<file path="src/rtl/mem_access_guard_if.sv">
// Bundle between the CPU native memory port, the SRAM port and the access guard.
// Ports: CPU request/response (valid/ready, addr, wdata, wstrb, rdata, is_inst, pc_addr),
//        stall request (inform_cpu_wait), SRAM (mem_wen, mem_addr, mem_wdata, mem_rdata), fault.
// slave = guard's view of the bundle; master = the CPU/SRAM side driving it.
interface mem_access_guard_if #(
  parameter int DATA_WIDTH = 32
);
  logic                    is_inst;
  logic [31:0]             pc_addr;
  logic                    inform_cpu_wait;
  logic                    cpu_valid;
  logic                    cpu_ready;
  logic [21:0]             cpu_addr;
  logic [DATA_WIDTH-1:0]   cpu_wdata;
  logic [3:0]              cpu_wstrb;
  logic [DATA_WIDTH-1:0]   cpu_rdata;
  logic [3:0]              mem_wen;
  logic [21:0]             mem_addr;
  logic [DATA_WIDTH-1:0]   mem_wdata;
  logic [DATA_WIDTH-1:0]   mem_rdata;
  logic                    fault;

  modport slave (
    input  is_inst, pc_addr, cpu_valid, cpu_addr, cpu_wdata, cpu_wstrb, mem_rdata,
    output inform_cpu_wait, cpu_ready, cpu_rdata, mem_wen, mem_addr, mem_wdata, fault
  );

  modport master (
    output is_inst, pc_addr, cpu_valid, cpu_addr, cpu_wdata, cpu_wstrb, mem_rdata,
    input  inform_cpu_wait, cpu_ready, cpu_rdata, mem_wen, mem_addr, mem_wdata, fault
  );
endinterface

</file>
<file path="src/rtl/mem_access_guard.sv">
// Purpose: memory protection unit between the CPU memory port and a 1-cycle SRAM;
//   loads a PC/data-range rule table from SRAM after reset, then checks every access.
// Latency: cpu_ready 2 cycles after cpu_valid is sampled; one access per 3 cycles.
// Backpressure: CPU stalled via inform_cpu_wait during table load; cpu_valid held until cpu_ready.
// Ports: clk, reset (sync, active-high); bus (mem_access_guard_if.slave) carries CPU + SRAM sides.
module mem_access_guard #(
  parameter int DATA_WIDTH     = 32,
  parameter int MPU_START_ADDR = 768,
  parameter int MPU_LEN        = 16
) (
  input  logic                clk,
  input  logic                reset,
  mem_access_guard_if.slave   bus
);
  localparam int NUM_RULES = MPU_LEN / 4;
  localparam int KW        = $clog2(MPU_LEN + 1);
  localparam int IW        = $clog2(MPU_LEN);

  typedef enum logic [1:0] {S_LOAD, S_IDLE, S_RESP, S_DONE} state_t;

  state_t                              state;
  logic [KW-1:0]                       load_k;
  logic [MPU_LEN-1:0][DATA_WIDTH-1:0]  cfg;
  logic                                allowed_q;

  logic [31:0] byte_addr;
  logic        is_write;
  logic        cfg_hit;
  logic        data_hit;
  logic        code_ok;
  logic        access_ok;

  assign byte_addr = {8'b0, bus.cpu_addr, 2'b00};
  assign is_write  = |bus.cpu_wstrb;
  assign cfg_hit   = (bus.cpu_addr >= 22'(MPU_START_ADDR)) &&
                     (bus.cpu_addr <  22'(MPU_START_ADDR + MPU_LEN));

  // A rule only guards its data window when both windows are non-empty.
  // The address must be reachable from the code window of at least one
  // rule that covers it; addresses outside every enabled rule are free.
  always_comb begin
    data_hit = 1'b0;
    code_ok  = 1'b0;
    for (int r = 0; r < NUM_RULES; r++) begin
      if ((cfg[IW'(4*r)]   < cfg[IW'(4*r+1)]) &&
          (cfg[IW'(4*r+2)] < cfg[IW'(4*r+3)]) &&
          (byte_addr >= cfg[IW'(4*r+2)]) && (byte_addr < cfg[IW'(4*r+3)])) begin
        data_hit = 1'b1;
        if ((bus.pc_addr >= cfg[IW'(4*r)]) && (bus.pc_addr < cfg[IW'(4*r+1)]))
          code_ok = 1'b1;
      end
    end
  end

  // Fetches bypass the check; the rule table itself is never writable.
  assign access_ok = bus.is_inst || (!(is_write && cfg_hit) && (!data_hit || code_ok));

  // SRAM side is driven combinationally so the SRAM samples the address in
  // the same cycle the state machine issues it; its registered read data then
  // lines up with the following cycle. Forced to idle values while in reset.
  always_comb begin
    bus.mem_addr  = '0;
    bus.mem_wen   = '0;
    bus.mem_wdata = '0;
    if (!reset) begin
      case (state)
        S_LOAD: begin
          if (load_k < KW'(MPU_LEN))
            bus.mem_addr = 22'(MPU_START_ADDR) + 22'(load_k);
        end
        S_IDLE: begin
          if (bus.cpu_valid) begin
            bus.mem_addr  = bus.cpu_addr;
            bus.mem_wdata = bus.cpu_wdata;
            bus.mem_wen   = access_ok ? bus.cpu_wstrb : 4'b0000;
          end
        end
        default: ;
      endcase
    end
  end

  always_ff @(posedge clk) begin
    if (reset) begin
      state               <= S_LOAD;
      load_k              <= '0;
      cfg                 <= '0;
      allowed_q           <= 1'b0;
      bus.cpu_ready       <= 1'b0;
      bus.cpu_rdata       <= '0;
      bus.fault           <= 1'b0;
      bus.inform_cpu_wait <= 1'b1;
    end else begin
      case (state)
        S_LOAD: begin
          // Word k-1 was addressed last cycle, so its data is on mem_rdata now.
          if (load_k != '0)
            cfg[IW'(load_k - KW'(1))] <= bus.mem_rdata;
          if (load_k == KW'(MPU_LEN)) begin
            state               <= S_IDLE;
            bus.inform_cpu_wait <= 1'b0;
          end else begin
            load_k <= load_k + KW'(1);
          end
        end
        S_IDLE: begin
          if (bus.cpu_valid) begin
            allowed_q <= access_ok;
            state     <= S_RESP;
          end
        end
        S_RESP: begin
          bus.cpu_ready <= 1'b1;
          bus.cpu_rdata <= allowed_q ? bus.mem_rdata : '0;
          if (!allowed_q)
            bus.fault <= 1'b1;
          state <= S_DONE;
        end
        S_DONE: begin
          // Gives the CPU a cycle to drop cpu_valid before the next sample.
          bus.cpu_ready <= 1'b0;
          bus.cpu_rdata <= '0;
          state         <= S_IDLE;
        end
        default: state <= S_LOAD;
      endcase
    end
  end
endmodule

</file>
<file path="src/flat_wrapper.sv">
// flat-port wrapper written by rule: the top's interface ports become plain ports
module mem_access_guard_flat 
#(
  parameter int DATA_WIDTH     = 32,
  parameter int MPU_START_ADDR = 768,
  parameter int MPU_LEN        = 16
)
  (clk, reset, bus_is_inst, bus_pc_addr, bus_cpu_valid, bus_cpu_addr, bus_cpu_wdata, bus_cpu_wstrb, bus_mem_rdata, bus_inform_cpu_wait, bus_cpu_ready, bus_cpu_rdata, bus_mem_wen, bus_mem_addr, bus_mem_wdata, bus_fault);
  mem_access_guard_if #(.DATA_WIDTH(DATA_WIDTH)) bus_i ();
  input  logic clk;
  input  logic reset;
  input wire logic [$bits(bus_i.is_inst)-1:0] bus_is_inst;
  input wire logic [$bits(bus_i.pc_addr)-1:0] bus_pc_addr;
  input wire logic [$bits(bus_i.cpu_valid)-1:0] bus_cpu_valid;
  input wire logic [$bits(bus_i.cpu_addr)-1:0] bus_cpu_addr;
  input wire logic [$bits(bus_i.cpu_wdata)-1:0] bus_cpu_wdata;
  input wire logic [$bits(bus_i.cpu_wstrb)-1:0] bus_cpu_wstrb;
  input wire logic [$bits(bus_i.mem_rdata)-1:0] bus_mem_rdata;
  output wire logic [$bits(bus_i.inform_cpu_wait)-1:0] bus_inform_cpu_wait;
  output wire logic [$bits(bus_i.cpu_ready)-1:0] bus_cpu_ready;
  output wire logic [$bits(bus_i.cpu_rdata)-1:0] bus_cpu_rdata;
  output wire logic [$bits(bus_i.mem_wen)-1:0] bus_mem_wen;
  output wire logic [$bits(bus_i.mem_addr)-1:0] bus_mem_addr;
  output wire logic [$bits(bus_i.mem_wdata)-1:0] bus_mem_wdata;
  output wire logic [$bits(bus_i.fault)-1:0] bus_fault;
  assign bus_i.is_inst = bus_is_inst;
  assign bus_i.pc_addr = bus_pc_addr;
  assign bus_i.cpu_valid = bus_cpu_valid;
  assign bus_i.cpu_addr = bus_cpu_addr;
  assign bus_i.cpu_wdata = bus_cpu_wdata;
  assign bus_i.cpu_wstrb = bus_cpu_wstrb;
  assign bus_i.mem_rdata = bus_mem_rdata;
  assign bus_inform_cpu_wait = bus_i.inform_cpu_wait;
  assign bus_cpu_ready = bus_i.cpu_ready;
  assign bus_cpu_rdata = bus_i.cpu_rdata;
  assign bus_mem_wen = bus_i.mem_wen;
  assign bus_mem_addr = bus_i.mem_addr;
  assign bus_mem_wdata = bus_i.mem_wdata;
  assign bus_fault = bus_i.fault;
  mem_access_guard #(.DATA_WIDTH(DATA_WIDTH), .MPU_START_ADDR(MPU_START_ADDR), .MPU_LEN(MPU_LEN)) u_core (.clk(clk), .reset(reset), .bus(bus_i));
endmodule
</file>
<file path="config.mk">
export PLATFORM = sky130hd
export DESIGN_NAME = mem_access_guard_flat
export DESIGN_NICKNAME = d
export VERILOG_FILES = /design/src/rtl/mem_access_guard_if.sv /design/src/rtl/mem_access_guard.sv /design/src/flat_wrapper.sv
export SDC_FILE = /design/constraint.sdc
export NUM_CORES = 1
export LEC_CHECK = 0
export BUFFER_PORTS_ARGS = -buffer_cell sky130_fd_sc_hd__buf_4
export CAP_MARGIN = 20
export CORE_ASPECT_RATIO = 1.75
export CORE_MARGIN = 4
export CORE_UTILIZATION = 50
export CTS_BUF_LIST = sky130_fd_sc_hd__clkbuf_4 sky130_fd_sc_hd__clkbuf_8 sky130_fd_sc_hd__clkbuf_16
export DETAILED_ROUTE_END_ITERATION = 8
export GPL_TIMING_DRIVEN = 0
export PLACE_DENSITY = 0.78
export SYNTH_ARGS = -nofsm -noshare
export SYNTH_HDL_FRONTEND = slang
export SYNTH_SLANG_ARGS = --single-unit
</file>
<file path="constraint.sdc">
create_clock -name clk -period 4.8 [get_ports clk]
set_input_delay 1.2 -clock clk [delete_from_list [all_inputs] [get_ports clk]]
set_output_delay 1.2 -clock clk [all_outputs]
set_load 0.01 [all_outputs]
</file>
==> results.toml, run 1 <==
[pwr]
p_leak_nw = 8.730
fin_total_pwr_mw = 8.462
powerDensity_nw_per_um2 = 378.6
peakVddDrop_v = 0.0004366

[clocking]
path_clk_slew_ns = 0.06
htreeDepth = 1
cts_tree = "done"
cts_made_buffers = 29
clock-sinks = 299
clockRootBuffer = "clkbuf_16"
clk_path_buf_depth = 3
clk_latency_ns = 0.57
holdBufCountCts = 0

[logic_synthesis]
ys.flop_type = "dfxtp_1"
synth_cells = 2498
synth-xor-area-share_pct = 0.2293
syn_nets = 2973
async_flop_share_pct = 0
yosys_warnings = 0
synth_edf_count = 0
avgSynthCellArea_um2 = 7.644
synth_cell_types = 61
synth_simple_gate_area_share_pct = 19.83
synth.cell_area_um2 = 19100
muxShareOfSynthArea_pct = 0.1048
synth_top_family_by_area = "adder cells"
synth_fa_ha_area_share_pct = 22.87
synth_compound_area_share_pct = 18.15
ys_seq_elements = 299
synth_seq_area_share_pct = 31.35

[sta]
layout_setup_ws_ns = -0.4114
whs_ns = 0.4558
relSlewSlack_pct = 22.65
setup_viol = 4
period_minus_slack_ns = 5.211
worst_clock_skew_ns = 0.008130
finalHoldViolations = 0
slew_viol_final = 0
fmax_mhz = 191.9
worst_pin_slew_ns = 1.156
rsz0062_at_grt = "yes"
min_period_over_period_pct = 108.6

[final_layout]
area_delta_synth_final_pct = 17.04
final_layout_size_suffix_gt1_share_pct = 9.894
antenna_cells = 0
fin_nets = 3192
final_area_um2 = 22350
final_util_pct = 59.39

[grt]
grt_pass1_wl_um = 97540
grt.total_usage_pct = 29.43
grt_max_degree = 17
grt_overflow = 0
grt_pass1_vias = 18947
antenna_found_initial = 0

[floorplan]
die_h_um = 266.5
core-area_um2 = 37640
rows = 94
dieWidth_um = 155.7
start_util_pct = 50.74
io_pins = 219
die_area_um2 = 41510

[detailed_routing]
wl_per_cell_um = 19.54
drt-initial-drc-count = 1121
wirelength_um = 62910
vias = 18785
drt.antenna.violating_nets = 0
drc = 0
routed_via_density = 5.836
dr.pass1.iters = 6

[setup_path]
worstPathRequired_ns = 3.60
start_kind = "primary input"
end_kind = "output port"
crit_type = "primary input to output port"
arrival_ns = 4.01
cp_max_fo = 4

[run_status]
violations = "setup timing"
outcome = "finished, violations left"

[placed_design]
port_buffers = 186
place_area_um2 = 21100
gp_congestion = 0.9584
dp_hpwl_um = 49600

[job]
max_cap_violations = 0

[min_path]
hold_class = "register to register"
[repair_timing]
action | 4_1_cts | 5_1_grt
pin swaps | 19 | 12
gates resized for setup | 33 | 7
cloned | 0 | 0
setup endpoints to repair | 4 | 4
buffers inserted | 2 | 0
[flip-flops by register name (all words and copies together) (netlist names)]
signal                      count
u_core.cfg                    256
u_core.bus.cpu_rdata           32
u_core.load_k                   5
u_core.state                    2
u_core.allowed_q                1
u_core.bus.cpu_ready            1
u_core.bus.fault                1
u_core.bus.inform_cpu_wait      1
[cell families after synthesis]
family          count (synthesis)
xor+xnor                        5
flops                         299
buf+inv                       380
mux                             2
fa+ha+maj                     349
simple gates                  876
compound gates                587
[critical path, stage by stage]
cell and delay, ns:
buf_12 0.11, ha_4 0.26, nand4bb_1 0.14, a21boi_2 0.17
o2111ai_2 0.14, a211o_4 0.41, a2111oi_4 0.40, a2111oi_4 0.06
buf_6 0.19, a41o_4 0.29, a211o_4 0.37, and2_4 0.15
buf_6 0.11
[layer usage]
metal | wire length [um] | share of wire, % | track usage [%] | up-vias
met5 | 0 | 0 | 0 | -
met2 | 31320 | 50 | 52.29 | 758
met1 | 21650 | 34 | 30.32 | 8794
li1 | - | - | - | 8934
met4 | 6089 | 9.7 | 24.20 | 0
met3 | 3854 | 6.1 | 3.975 | 299
[through the flow]
stage               TNS, ns  cells  setup slack (ns)
floorplan                 0   2498            0.2170
global placement     -3.633   3164           -0.9092
detailed placement   -3.820   3164           -0.9607
CTS                  -1.695   3219           -0.4260
global route         -2.024   3219           -0.5068
finish               -1.643   3219           -0.4114
[cell usage after synthesis, types with 10 or more instances]
| master | instances | area (um^2) |
|---|---|---|
| nor2_1 | 95 | 356.6 |
| o21ai_0 | 34 | 170.2 |
| nand4_1 | 51 | 319.1 |
| nor4_1 | 13 | 81.33 |
| nor2b_1 | 10 | 62.56 |
| a22oi_1 | 38 | 285.3 |
| inv_1 | 244 | 915.9 |
| nand2_1 | 575 | 2158 |
| ha_1 | 349 | 4367 |
| nand3_1 | 34 | 170.2 |
| and3_1 | 15 | 93.84 |
| a21o_1 | 47 | 352.8 |
| and2_1 | 52 | 325.3 |
| clkbuf_1 | 133 | 499.2 |
| a211oi_1 | 20 | 150.1 |
| dfxtp_1 | 299 | 5986 |
| a21oi_1 | 368 | 1842 |
[cell usage in the layout (no fill, tap or decap), types with 5 or more instances in the layout]
master / instances
nand2_1: 575
a21oi_1: 367
ha_1: 346
dfxtp_1: 299
inv_1: 244
buf_4: 181
clkbuf_1: 133
nor2_1: 95
nand4_1: 51
and2_1: 48
a21o_1: 47
a22oi_1: 38
o21ai_0: 34
nand3_1: 34
clkbuf_16: 29
a211oi_1: 15
and3_1: 15
nor4_1: 12
nor2b_1: 10
o31ai_1: 9
o21ai_1: 8
nor3_1: 7
nand2b_1: 5
o21bai_1: 5
clkinv_2: 5
buf_6: 5
[power breakdown]
| part | leakage [nW] | internal [mW] | total (mW) | switching, mW |
|---|---|---|---|---|
| clock network | 0.500 | 1.41 | 2.46 | 1.06 |
| logic | 5.82 | 1.16 | 3.10 | 1.94 |
| registers | 2.41 | 2.71 | 2.90 | 0.183 |
| total | 8.73 | 5.28 | 8.46 | 3.18 |
[cell type report]
class / instances / area [um^2]
multi-input cells: 1819 / 11860
flip-flops and latches: 299 / 5986
clock inverters: 18 / 227.7
plain buffers: 136 / 510.5
fillers: 3354 / 15290
well taps: 480 / 600.6
inverters: 244 / 915.9
repair buffers: 188 / 1450
clock buffers: 35 / 795.8
[final timing paths]
kind / start / to / slack (ns) / depth (start not counted)
setup / recovery: bus_cpu_addr[1] / bus_mem_wen[2] / -0.41 / 13
hold / removal: u_core.cfg[115] / u_core.cfg[115] / 0.46 / 2
setup reg to reg: u_core.load_k[0] / u_core.cfg[107] / 1.55 / 10
hold reg to reg: u_core.cfg[115] / u_core.cfg[115] / 0.46 / 2
Power figures use the tool's default switching activity.
==> run 2, diff against run 1 <==
--- a/config.mk
+++ b/config.mk
@@ -7,7 +7,5 @@
 export LEC_CHECK = 0
 export BUFFER_PORTS_ARGS = -buffer_cell sky130_fd_sc_hd__buf_4
-export CAP_MARGIN = 20
 export CORE_ASPECT_RATIO = 1.75
-export CORE_MARGIN = 4
 export CORE_UTILIZATION = 50
 export CTS_BUF_LIST = sky130_fd_sc_hd__clkbuf_4 sky130_fd_sc_hd__clkbuf_8 sky130_fd_sc_hd__clkbuf_16
==> constraint.sdc (replaced) <==
create_clock -name clk -period 4.8 [get_ports clk]
set_input_delay 0.72 -clock clk [delete_from_list [all_inputs] [get_ports clk]]
set_output_delay 0.72 -clock clk [all_outputs]
set_load 0.01 [all_outputs]
==> run 2 against run 1 <==
The run now ends clean; die area shrank 6.0%; clock power hardly changed; sequential share of layout area grew 0.27 points; global-route usage increased by 2.5 points; worst hold slack improved by 0.00066 ns; flip-flop and latch count unchanged; power fell by 0.75%; register-to-register slack lost 0.15 ns; fmax increased by 12%; largest power group unchanged.
==> results.toml, run 2 (same netlist as run 1, synthesis figures left out) <==
[clocking]
clk_path_buf_depth = 3
clk_latency_ns = 0.58
path_clk_slew_ns = 0.07
clock-sinks = 299
holdBufCountCts = 0
cts_made_buffers = 28
clockRootBuffer = "clkbuf_16"
htreeDepth = 1
cts_tree = "done"

[setup_path]
worstPathRequired_ns = 4.08
end_kind = "output port"
arrival_ns = 3.94
worstPathBufferInverterCount = 3
crit_chain = "inv_1 > ha_1 > a2111oi_2 > o31ai_1 > a2111o_1 > a41o_1 > a2111oi_4 > buf_4 > a41o_4 > a211o_1 > and2_1 > buf_4"
slowest_delay_ns = 0.49
path_delay_family = "compound AO/OA/AOI/OAI gates"
crit_type = "register to output port"
start_kind = "register"
cpMaxStageDelayCell = "a2111o_1"
crit_path_frequent_cell = "buf_4"
cp_max_fo = 4

[placed_design]
port_buffers = 186
gp_congestion = 0.9740
dp_hpwl_um = 49460

[sta]
worst_clock_skew_ns = 0.009644
min_period_over_period_pct = 97.13
whs_ns = 0.4565
setup_viol = 0
slew_viol_final = 0
fmax_mhz = 214.5
worst_pin_slew_ns = 1.179
relSlewSlack_pct = 21.14
finalHoldViolations = 0
period_minus_slack_ns = 4.662

[detailed_routing]
wl_met3_um = 3772
drt.antenna.violating_nets = 0
routed_via_density = 5.801
dr.pass1.iters = 6
highest-signal-layer = "met4"
wl_per_cell_um = 19.50
wl_met1_um = 21630
met2_length_um = 31320
drc = 0
wirelength_um = 62690
vias = 18651
drt-initial-drc-count = 1047

[floorplan]
die_h_um = 260.5
die_area_um2 = 39010
io_pins = 219
start_util_pct = 50.74
dieWidth_um = 149.7
rows = 94
core-area_um2 = 37640

[grt]
grt_overflow = 0
antenna_found_initial = 0
grt.total_usage_pct = 31.93
grt_pass1_wl_um = 96170
grt_pass1_vias = 18632
grt_max_degree = 17

[final_layout]
reg_top3 = "u_core.cfg: 256 flops, u_core.bus.cpu_rdata: 32 flops, u_core.load_k: 5 flops"
fin_nets = 3190
largest_reg_flops = 256
final_layout_size_suffix_gt1_share_pct = 9.031
fill_cells = 3442
layout_common_cells = "575 x nand2_1, 368 x a21oi_1, 349 x ha_1"
layout_commonest_cell = "nand2_1"
final_util_pct = 58.79
area_delta_synth_final_pct = 15.86
top_register = "u_core.cfg"
antenna_cells = 0

[job]
max_cap_violations = 0

[pwr]
powerDensity_nw_per_um2 = 379.6
fin_total_pwr_mw = 8.399
p_leak_nw = 8.681
peakVddDrop_v = 0.0002967

[run_status]
outcome = "finished clean"

[min_path]
hold_class = "register to register"
run 2: cell type report:
type                       instances  area (um^2)  area share [%]
buffer                           136        510.5           2.307
multi-input combinational       1819        11720           52.99
timing repair buffer             187         1404           6.345
inverter                         244        915.9           4.140
tap                              480        600.6           2.714
sequential                       299         5986           27.05
clock inverter                    18        230.2           1.041
clock buffer                      32        754.5           3.410
run 2: stage by stage:
step / setup slack, ns / TNS, ns / std cells / cell area (um^2)
final: 0.1376 / 0 / 3215 / 22130
after global routing: -0.004703 / -0.004703 / 3215 / 22130
after CTS: 0.06188 / 0 / 3214 / 22090
after detailed placement: -0.02597 / -0.06093 / 3164 / 21100
after global placement: 0.02761 / 0 / 3164 / 21090
after floorplan: 1.177 / 0 / 2498 / 19100
run 2: routing by layer:
layer  track usage (%)  vias up
li1                  -     8926
met1             31.22     8721
met2             57.28      718
met3             5.490      286
met4             27.89        0
met5                 0        -
run 2: final timing paths:
kind / startpoint / cells past startpoint / slack [ns] / endpoint
worst min-delay path: u_core.cfg[188] / 2 / 0.46 / u_core.cfg[188]
worst min register to register: u_core.cfg[188] / 2 / 0.46 / u_core.cfg[188]
worst max-delay path: u_core.cfg[33] / 12 / 0.14 / bus_mem_wen[2]
worst max register to register: u_core.cfg[33] / 11 / 1.40 / u_core.allowed_q
run 2: what timing repair did:
action                     in CTS  in global routing
gates resized for setup         1                  5
setup buffers                   0                  1
setup endpoints to repair       4                  4
pin swaps                       1                  3
hold endpoints to repair        0                  0
run 2: report_power, final:
group          leakage (nW)  switching (mW)  internal, mW
registers              2.41           0.179          2.71
clock network         0.484            1.04          1.40
logic                  5.78            1.93          1.13
total                  8.68            3.15          5.24
run 2: worst min-delay path: stages (launching register included):
cell	delay [ns]
dfxtp_1	0.31
nand2_1	0.05
a21oi_1	0.05
==> run 3, diff against run 2 <==
- RECOVER_POWER: not set -> 25
==> run 3 against run 2 <==
The run now ends with capacitance limit, slew limit left; final cell count did not move; sequential share of layout area increased by 0.17 points; utilization down 0.37 points; clock power about the same; routed wire length increased by 0.40%; critical path type unchanged; via count fell by 0.25%; clock skew about the same; non-clock buffer count unchanged; final area is 0.63% lower; combinational power barely moved; clock-buffer cell count did not move.
==> results.toml, run 3 (same netlist as run 1, synthesis figures left out) <==
[final_layout]
fin_nets = 3190
reg_top3 = "u_core.cfg: 256 flops, u_core.bus.cpu_rdata: 32 flops, u_core.load_k: 5 flops"
stdcell_count = 3215
area_delta_synth_final_pct = 15.13
antenna_cells = 0
top_register = "u_core.cfg"
fill_cells = 3478
layout_common_cells = "575 x nand2_1, 368 x a21oi_1, 349 x ha_1"
final_layout_size_suffix_gt1_share_pct = 7.678
final_area_um2 = 21980
layout_commonest_cell = "nand2_1"
largest_reg_flops = 256

[setup_path]
r2r_slack_ns = 1.39
worstPathRequired_ns = 4.08
cpMaxStageDelayCell = "a211oi_1"
cp_max_fo = 4
start_kind = "register"
slowest_delay_ns = 0.40
end_kind = "output port"
r2r_cells = 12
r2r-start = "u_core.cfg[118]"
r2r-end = "u_core.allowed_q"
arrival_ns = 3.96
crit_type = "register to output port"
crit_chain = "inv_1 > ha_1 > a21o_1 > a21o_1 > a211oi_1 > nand4_1 > a41o_1 > a2111oi_4 > buf_4 > a41o_4 > a211o_1 > and2_1 > buf_4"

[sta]
setup_viol = 0
min_period_over_period_pct = 97.42
worst_pin_slew_ns = 2.005
finalHoldViolations = 0
period_minus_slack_ns = 4.676
relSlewSlack_pct = -33.98
slew_viol_final = 6
fmax_mhz = 213.8
worst_clock_skew_ns = 0.009990

[pwr]
power_frac_comb_pct = 36.5
p_switching_mw = 3.161
pwr-share-seq_pct = 34.4
powerDensity_nw_per_um2 = 382.2
swShare_pct = 37.62
intPower_mw = 5.242
peakVddDrop_v = 0.0002956
p_leak_nw = 8.529
clkPwrFrac_pct = 29.1
fin_total_pwr_mw = 8.403

[floorplan]
die_area_um2 = 39010
io_pins = 219
dieWidth_um = 149.7
core-area_um2 = 37640
rows = 94
start_util_pct = 50.74
die_h_um = 260.5

[detailed_routing]
wl_met3_um = 3996
wl_per_cell_um = 19.58
wl_met1_um = 21630
drt.antenna.violating_nets = 0
met2_length_um = 31240
drc = 0
drt-initial-drc-count = 1106
wirelength_um = 62940
dr.pass1.iters = 6
vias = 18604
routed_via_density = 5.787
highest-signal-layer = "met4"

[grt]
antenna_found_initial = 0
grt_pass1_wl_um = 96170
grt_overflow = 0
grt.total_usage_pct = 31.93
grt_pass1_vias = 18632
grt_max_degree = 17

[min_path]
hold_start = "u_core.cfg[188]"
min_delay_path_depth = 2
hold_class = "register to register"
worst_hold_path.endpoint = "u_core.cfg[188]"

[placed_design]
dp_hpwl_um = 49460
gp_congestion = 0.9740
place_area_um2 = 21100
dp.cells = 3164
port_buffers = 186

[clocking]
cts_made_buffers = 28
clockRootBuffer = "clkbuf_16"
clk_path_buf_depth = 3
path_clk_slew_ns = 0.07
clock-sinks = 299
clk_latency_ns = 0.58
htreeDepth = 1
cts_tree = "done"

[job]
max_cap_violations = 1

[run_status]
violations = "capacitance limit, slew limit"
outcome = "finished, violations left"
-- run 3: changes by cell type in the layout (fill, tap and decap cells not counted), sizes merged --
cell	delta
buf	-37
clkbuf	+37
-- run 3: worst max path at each step --
stage	startpoint	end	slack (ns)	depth (start not counted)
after detailed placement	bus_pc_addr[9]	bus_mem_wen[2]	-0.03	12
after floorplan	bus_cpu_addr[1]	bus_mem_wen[0]	1.18	10
after global placement	bus_pc_addr[9]	bus_mem_wen[0]	0.03	12
after global routing	u_core.cfg[33]	bus_mem_wen[2]	-0.005	12
after CTS	u_core.cfg[9]	bus_mem_wen[2]	0.06	12
final	u_core.cfg[118]	bus_mem_wen[2]	0.12	13
-- run 3: area by class of cell --
class,instances,area [um^2],area share [%]
multi-input cells,1819,11720,53.30
clock inverters,18,230.2,1.047
well taps,480,600.6,2.732
inverters,244,915.9,4.166
clock buffers,32,754.5,3.432
repair buffers,187,1269,5.771
flip-flops and latches,299,5986,27.23
plain buffers,136,510.5,2.322
-- run 3: worst max-delay path, delay by kind of cell, from the launching register on --
family / cells / cell delay [ns]
simple gates: 2 / 0.39
compound gates: 7 / 1.95
fa+ha+maj: 1 / 0.29
flops: 1 / 0.34
buf+inv: 3 / 0.41
-- run 3: power by group through the flow --
stage	Sequential (mW)	Clock [mW]	Combinational, mW
after global placement	2.93	0	2.84
after detailed placement	2.94	0	2.97
final	2.89	2.44	3.06
after CTS	2.89	2.43	3.00
after floorplan	2.89	0	1.97
after global routing	2.92	2.54	3.36
-- run 3: metrics by stage --
step | setup TNS [ns] | util, % | hold slack [ns] | setup WS, ns
6_report | 0 | 58.41 | 0.4564 | 0.1237
3_3_place_gp | 0 | 56.04 | 0.4425 | 0.02761
4_1_cts | 0 | 58.69 | 0.4559 | 0.06188
2_1_floorplan | 0 | - | 0.4363 | 1.177
3_5_place_dp | -0.06093 | 56.06 | 0.4465 | -0.02597
5_1_grt | -0.004702 | 58.41 | 0.4680 | -0.004702
-- run 3: per-layer routing --
layer  up-vias  track usage, %
li1       8921               -
met1      8720           31.22
met2       678           57.28
met3       285           5.490
met4         0           27.89
met5         -               0
-- run 3: what timing repair did --
action                                  CTS  global route
hold buffers                              0             0
resized for setup                         1             5
pin swaps                                 1             3
endpoints found under the setup margin    4             4
buffers inserted                          0             1
